`config.mk`:
```
export PLATFORM = sky130hd
export DESIGN_NAME = pipelined_adder_tree
export DESIGN_NICKNAME = d
export VERILOG_FILES = /design/src/rtl/adder_tree_pkg.sv /design/src/rtl/pipelined_adder_tree_level.sv /design/src/rtl/pipelined_adder_tree.sv
export SDC_FILE = /design/constraint.sdc
export NUM_CORES = 1
export LEC_CHECK = 0
export ABC_AREA = 1
export CORE_MARGIN = 2
export CORE_UTILIZATION = 45
export DETAILED_ROUTE_END_ITERATION = 10
export PLACE_DENSITY = 0.76
export SKIP_CTS_REPAIR_TIMING = 1
export SKIP_LAST_GASP = 1
export SYNTH_ARGS = -nofsm -noshare
export SYNTH_HDL_FRONTEND = slang
export SYNTH_SLANG_ARGS = --single-unit
```
`constraint.sdc`:
```
create_clock -name clk -period 10.4 [get_ports clk]
set_input_delay 1.04 -clock clk [delete_from_list [all_inputs] [get_ports clk]]
set_output_delay 1.04 -clock clk [all_outputs]
set_load 0.05 [all_outputs]
```
`src/rtl/adder_tree_pkg.sv`:
```
// adder_tree_pkg: shared types and sizing helpers for the pipelined adder tree.
package adder_tree_pkg;
   typedef enum logic [1:0] {
      OUT_FULL  = 2'd0,
      OUT_TRUNC = 2'd1,
      OUT_SAT   = 2'd2
   } out_mode_e;
   function automatic int tree_levels(input int n);
      return (n <= 1) ? 0 : $clog2(n);
   endfunction
   function automatic int tree_latency(input int n, input int reg_every);
      int l;
      l = tree_levels(n);
      return (l == 0) ? 1 : (l + reg_every - 1) / reg_every;
   endfunction
   function automatic int sum_width(input int w, input int n);
      return w + tree_levels(n);
   endfunction
   // Operand count entering level l of the tree.
   function automatic int level_count(input int n, input int l);
      return (n + (1 << l) - 1) >> l;
   endfunction
endpackage

```
`src/rtl/pipelined_adder_tree_level.sv`:
```
// adder_tree_level: one pairwise reduction level (N in, ceil(N/2) out, +1 bit),
// optionally registered with valid tracking and an ena stall.
module adder_tree_level
   import adder_tree_pkg::*;
#(
   parameter int N          = 2,
   parameter int W          = 16,
   parameter int IS_SIGNED  = 0,
   parameter int REGISTERED = 1,
   localparam int NO        = (N + 1) / 2
) (
   input  logic         clk,
   input  logic         rst,
   input  logic         ena,
   input  logic         in_valid,
   input  logic [W-1:0] din [N],
   output logic         out_valid,
   output logic [W:0]   dout [NO]
);
   logic [W:0] sum [NO];
   function automatic logic [W:0] ext(input logic [W-1:0] x);
      return {IS_SIGNED != 0 && x[W-1], x};
   endfunction
   for (genvar j = 0; j < NO; j++) begin : pair
      if (2 * j + 1 < N) begin : add
         assign sum[j] = ext(din[2*j]) + ext(din[2*j+1]);
      end else begin : pass
         assign sum[j] = ext(din[2*j]);
      end
   end
   if (REGISTERED != 0) begin : g_reg
      // Data loads only on valid beats so bubbles keep the last result.
      always_ff @(posedge clk or posedge rst)
         if (rst) begin
            out_valid <= 1'b0;
            dout      <= '{default: '0};
         end else if (ena) begin
            out_valid <= in_valid;
            if (in_valid) dout <= sum;
         end
   end else begin : g_comb
      assign out_valid = in_valid;
      assign dout      = sum;
   end
endmodule

```
`src/rtl/pipelined_adder_tree.sv`:
```
// pipelined_adder_tree: N-input pipelined reduction with full/wrap/saturate output.
// ADDER_TREE_OVF_EN adds an ovf output flagging sums outside the WIDTH_IN range.
module pipelined_adder_tree
   import adder_tree_pkg::*;
#(
   parameter int NUM_INPUT  = 7,
   parameter int WIDTH_IN   = 16,
   parameter int IS_SIGNED  = 0,
   parameter int OUT_MODE   = 0,
   parameter int REG_EVERY  = 1,
   localparam int LEVELS    = tree_levels(NUM_INPUT),
   localparam int WIDTH_SUM = sum_width(WIDTH_IN, NUM_INPUT),
   localparam int WIDTH_OUT = (OUT_MODE == int'(OUT_FULL)) ? WIDTH_SUM : WIDTH_IN,
   localparam int LATENCY   = tree_latency(NUM_INPUT, REG_EVERY)
) (
   input  logic                 clk,
   input  logic                 rst,
   input  logic                 ena,
   input  logic                 in_valid,
   input  logic [WIDTH_IN-1:0]  din [NUM_INPUT],
   output logic                 out_valid,
   output logic [WIDTH_OUT-1:0] dout
`ifdef ADDER_TREE_OVF_EN
   ,
   output logic                 ovf
`endif
);
   logic [WIDTH_SUM-1:0] sum;
   logic                 sum_valid;
   for (genvar g = 0; g < LEVELS; g++) begin : lvl
      localparam int N = level_count(NUM_INPUT, g);
      localparam int W = WIDTH_IN + g;
      localparam int R = ((g + 1) % REG_EVERY == 0 || g == LEVELS - 1) ? 1 : 0;
      logic [W:0] lout [(N + 1) / 2];
      logic       vout;
      if (g == 0) begin : src
         adder_tree_level #(.N(N), .W(W), .IS_SIGNED(IS_SIGNED), .REGISTERED(R)) u_level (
            .clk(clk), .rst(rst), .ena(ena), .in_valid(in_valid), .din(din),
            .out_valid(vout), .dout(lout));
      end else begin : src
         adder_tree_level #(.N(N), .W(W), .IS_SIGNED(IS_SIGNED), .REGISTERED(R)) u_level (
            .clk(clk), .rst(rst), .ena(ena), .in_valid(lvl[g-1].vout), .din(lvl[g-1].lout),
            .out_valid(vout), .dout(lout));
      end
   end
   if (LEVELS == 0) begin : g_one
      always_ff @(posedge clk or posedge rst)
         if (rst) begin
            sum_valid <= 1'b0;
            sum       <= '0;
         end else if (ena) begin
            sum_valid <= in_valid;
            if (in_valid) sum <= din[0];
         end
   end else begin : g_tree
      assign sum       = lvl[LEVELS-1].lout[0];
      assign sum_valid = lvl[LEVELS-1].vout;
   end
   assign out_valid = sum_valid;
   if (OUT_MODE == int'(OUT_FULL)) begin : g_full
      assign dout = sum;
`ifdef ADDER_TREE_OVF_EN
      assign ovf = 1'b0;
`endif
   end else begin : g_narrow
      logic                fits;
      logic [WIDTH_IN-1:0] sat;
      // Signed fits when the bits above the result sign all match it.
      assign fits = (IS_SIGNED != 0)
         ? (&sum[WIDTH_SUM-1:WIDTH_IN-1] | ~|sum[WIDTH_SUM-1:WIDTH_IN-1])
         : ~|(sum >> WIDTH_IN);
      assign sat  = (IS_SIGNED != 0 && sum[WIDTH_SUM-1])
         ? {1'b1, {(WIDTH_IN-1){1'b0}}}
         : {IS_SIGNED == 0, {(WIDTH_IN-1){1'b1}}};
      assign dout = (OUT_MODE == int'(OUT_SAT) && !fits) ? sat : sum[WIDTH_IN-1:0];
`ifdef ADDER_TREE_OVF_EN
      assign ovf = !fits;
`endif
   end
endmodule

```
After elaboration in Yosys (flattened, before gate mapping)
Cells that the tools add are included.

word-level totals
  bits in registers = 125
  bits of input ports = 116
  output and inout bits = 20

operators by class
  $add $sub $neg = 6
  reduce and logical (&&, ||, !) cells = 3

operators by type and width
  kind                                       number
  16-bit by 16-bit adder with 17-bit output  3
  18-bit by 18-bit adder with 19-bit output  1
  17-bit by 16-bit adder with 18-bit output  1
  17-bit by 17-bit adder with 18-bit output  1
  2-bit AND reduction                        3

Depth between registers and ports, before layout
  depth after elaboration = 1
  gate-level depth with buffers = 12

Hierarchy
From an unflattened synthesis, not the netlist that was laid out.

unflattened totals
  cell total of the unflattened synthesis = 1,648
  area total of the unflattened synthesis = 10,641.5 um^2

by module, submodules not included
  module                                 times used  cells an instance  area each (um^2)
  adder_tree_level (lvl[0].src.u_level)  1           822                5,408.9
  adder_tree_level (lvl[1].src.u_level)  1           569                3,499.6
  adder_tree_level (lvl[2].src.u_level)  1           257                1,732.9

Least setup slack after synthesis
Ideal clock, no wire load.

  kind = input port to flip-flop
  start point = input din[80] in the netlist's numbering
  end point = register lvl[0].src.u_level.dout[65] in the netlist's numbering
  setup time = 117 ps
  arrival time = 2,226 ps
  required time = 10,283 ps
  slack = 8,057 ps
  stages on the path = 10
  path buffers = 0
  path through = ha_1 > fa_1 > nand3_1 > nand2_1 > nand3_1 > nand2_2 > nand2_1 > nand3_1 > nand3_1 > nand2_1

on the way
  word-level cells in the longest chain between the ends = 1

RTL lines
  element                                    line                              source
  from (decl)                                pipelined_adder_tree.sv:20        input logic [WIDTH_IN-1:0] din [NUM_INPUT],
  16-bit by 16-bit adder with 17-bit output  pipelined_adder_tree_level.sv:26  assign sum[j] = ext(din[2*j]) + ext(din[2*j+1]);
  to (signal assigned)                       pipelined_adder_tree_level.sv:39  if (in_valid) dout <= sum;
  to (decl)                                  pipelined_adder_tree_level.sv:18  output logic [W:0] dout [NO]

No other way between the ends.
A chain may end at the register's enable or synchronous reset.

Worst setup path after layout
  start point = input ena
  end point = register lvl[0].src.u_level.dout[63] in the netlist's numbering

on the way
  word-level cells in the longest chain between the ends = 1

RTL lines
  element                        line                        source
  from (decl)                    pipelined_adder_tree.sv:18  input logic ena,
  2-bit AND reduction (no line)  n/a

No other way between the ends.

==> summary.md <==
| Metric | Value |
|---|---|
| PD cells | 222 nW/um^2 |
| Hold Vio Cnt, Final | 0 |
| Min Tclk post-route | 2.99 ns |
| Met3 GRT Util | 0.0303 |
| Top FF cell, synth | dfrtp_1 |
| Slowest cell delay on critical path | 0.61 ns |
| Static Leak | 6.23 nW |
| Fraction of registers with async set or reset after synthesis | 1.00 |
| Max Clock Skew | 0.0110 ns |
| Cell taking the most area after synthesis | dfrtp_1 |
| Total Routing Usage GR | 0.223 |
| P&R area growth vs syn | 23.6% |
| Root buffer cell | clkbuf_16 |
| Worst Path Required | 10.70 ns |
| Run status | finished, final reports clean |
| Die Span Y | 151 um |
| Crit share post-route | 0.288 |
| Final WS setup | 7.41 ns |
| Cell row count | 53 |
| Register area share after synthesis | 0.323 |
| Initial Util | 0.459 |
| Startpoint types | primary input |
| Fmax | 334 MHz |
| HPWL Detailed | 19,100 um |
| Comb pwr share | 0.475 |
| Layout Nets | 1,738 |
| Core Box Area | 21,100 um^2 |
| Largest net degree at the start of global routing | 84 |
| Global route hottest layer | met2 |
| Pre-Repair DR Iteration Count | 6 |
| Clock power share | 0.251 |
| Buf/Inv on CP | 3 |
| DIE AREA | 22,700 um^2 |
| Class of the worst hold path | register to register |
| VDD IR-drop max | 119 uV |
| DR WL/cell | 13.5 um |
| Global-route met2 utilization | 0.354 |
| Gpl congestion | 0.901 |
| Core Util, Final | 0.567 |
| Number of max-cap violations | 0 |
| Drt drc | 0 |
| Worst Tran Pin Value | 0.922 ns |
| Post-synth EDFFs | 0 |
| Register share of total power | 0.274 |
| Port Buffers | 135 |
| Fraction of layout cells with a size suffix above 1 | 0.0503 |
| Setup_tns | 0 ns |
| Final Instance Area | 12,000 um^2 |
| Initial antenna violation count | 0 |
| Worst-skew pair later-pin latency | 0.43 ns |
| GR Layer Usage met1 | 0.317 |
| Internal Power | 1.54 mW |
| RSZ-0062 raised after global routing | false |
| I/O Pins | 136 |
| Routed Antenna Nets | 0 |
| Vias in the first global route | 8,659 |
| # diodes | 0 |
| Final slew viol count | 0 |
| Tot Pwr | 2.65 mW |
| NetSw | 1.11 mW |
| Mapped Area | 9670 um^2 |
| Netlist cell types | 33 |
| Overall die width | 151 um |
| DR vias/cell | 5.07 |
| Yosys reg bits | 125 |
| Arrival @ worst endpoint | 3.30 ns |
| Placed cell areas | 11,300 um^2 |
| Total wire length | 24,400 um |
| Sw Ratio | 0.419 |
| CTS Buf Count | 17 |
| DP Worst Slack | 6.97 ns |
| Post-Syn Instances | 1,383 |
| Num Clock Sinks | 125 |
| GRT overflow | 0 |
| Synth Net Count | 1,604 |
| Crit Path Class | primary input to register |
| Worst-path fanout max | 83 |
| Clock Path Buffers | 2 |
| Top-area cell type share of the netlist area | 0.323 |
| Final setup violation count | 0 |
| Cell at the slowest stage of the critical path | buf_4 |
| Delay-heaviest family, CP | buffers and inverters |
| Slew HR | 0.384 |
| CTS tree | built |
| # H-tree levels | 4 |
| Synth Area per Inst | 6.99 um^2 |
| Via count | 9,153 |
| Synth Warn # | 0 |
| CP endpoint kind | register |
| First-pass GRT wire length | 40,800 um |
| CTS clk-pin slew, worst paths | 0.06 ns |
| Critical path, cell by cell | clkdlybuf4s50_1, nand2_2, buf_4, inv_2, nand3_1, nand2_1 |
| Drt initial violations | 583 |
| Synth area leaders | dfrtp_1, nand2_1, ha_1 |
==> cell usage after synthesis, types with 15 or more instances <==
master / n
o21ai_1: 15
a21oi_1: 103
buf_2: 15
ha_1: 99
xnor2_1: 27
dfrtp_1: 125
nand2_1: 520
nor3_1: 22
nand3b_1: 21
nor2_1: 58
inv_1: 121
o21ai_0: 67
nand3_1: 103
==> cell families (layout without fill, tap and decap cells) <==
| logic type | count (synthesis) | after routing | share of synthesized area |
|---|---|---|---|
| fa+ha+maj | 105 | 105 | 0.141 |
| flops | 125 | 125 | 0.323 |
| simple gates | 748 | 748 | 0.323 |
| xor+xnor | 33 | 33 | 0.0299 |
| compound gates | 214 | 214 | 0.119 |
| buf+inv | 158 | 305 | 0.0637 |
==> metal layers <==
| metal | wire (um) | part of all wire | vias to the layer above |
|---|---|---|---|
| met4 | 415 | 0.017 | 0 |
| met5 | 0 | 0 | - |
| met3 | 1060 | 0.043 | 26 |
| met1 | 12000 | 0.49 | 4104 |
| met2 | 10900 | 0.45 | 218 |
| li1 | - | - | 4805 |
==> worst reg2reg max path: stages (launching register included) <==
cell and delay, ns:
dfrtp_1 0.35, ha_1 0.17, inv_1 0.05, fa_1 0.41, o21ai_2 0.23, nand2_1 0.07, nand2_1 0.14, nand2_1 0.09
nand2_1 0.07, nand2_1 0.04, nand3_1 0.14, nand2_1 0.07
==> cell usage in the layout (no fill, tap or decap), types with 9 or more instances in the layout <==
cell,synthesis,final
a21o_1,9,9
a21oi_1,103,103
clkbuf_16,0,17
clkdlybuf4s50_1,0,135
dfrtp_1,125,125
ha_1,99,99
inv_1,121,120
inv_2,12,12
nand2_1,520,519
nand2_2,13,14
nand3_1,103,103
nand3b_1,21,21
nor2_1,58,58
nor3_1,22,22
o21ai_0,67,67
o21ai_1,15,15
xnor2_1,27,27
==> worst paths after layout <==
| kind | endpoint | slack [ns] | depth (start not counted) | start |
|---|---|---|---|---|
| setup / recovery | lvl[0].src.u_level.dout[63]$_DFFE_PP0P_ | 7.41 | 6 | ena |
| max in group asynchronous | lvl[0].src.u_level.dout[63]$_DFFE_PP0P_ | 8.01 | 3 | rst |
| min in group asynchronous | lvl[1].src.u_level.dout[11]$_DFFE_PP0P_ | 1.11 | 2 | rst |
| hold reg to reg | lvl[2].src.u_level.dout[9]$_DFFE_PP0P_ | 0.48 | 2 | lvl[2].src.u_level.dout[9]$_DFFE_PP0P_ |
| hold / removal | lvl[2].src.u_level.dout[9]$_DFFE_PP0P_ | 0.48 | 2 | lvl[2].src.u_level.dout[9]$_DFFE_PP0P_ |
| setup reg to reg | lvl[1].src.u_level.dout[16]$_DFFE_PP0P_ | 8.44 | 11 | lvl[0].src.u_level.dout[0]$_DFFE_PP0P_ |
==> cell type report <==
cell class	count	area (um^2)
fill	2034	9140
multi-input combinational	1100	5930
sequential	125	3130
timing repair buffer	139	1380
inverter	134	505
clock buffer	19	453
tap	275	344
clock inverter	13	210
==> state kept, by name (all words and copies together), names as in the netlist <==
| name | cells |
|---|---|
| lvl.src.u_level.dout | 122 |
| lvl.src.u_level.out_valid | 3 |
==> power groups by stage <==
stage                     logic [mW]  clock network [mW]  registers, mW
after floorplan                0.806                   0          0.819
final                           1.26               0.665          0.726
after CTS                       1.26               0.674          0.725
after detailed placement        1.25                   0          0.731
after global placement          1.23                   0          0.727
after global routing            1.42               0.696          0.740
==> stage by stage <==
stage                     hold WS (ns)  cells
after global placement           0.463   1773
after floorplan                  0.453   1383
after global routing             0.498   1805
after detailed placement         0.468   1773
after CTS                        0.484   1805
final                            0.477   1805
(Power assumes the default switching activity.)
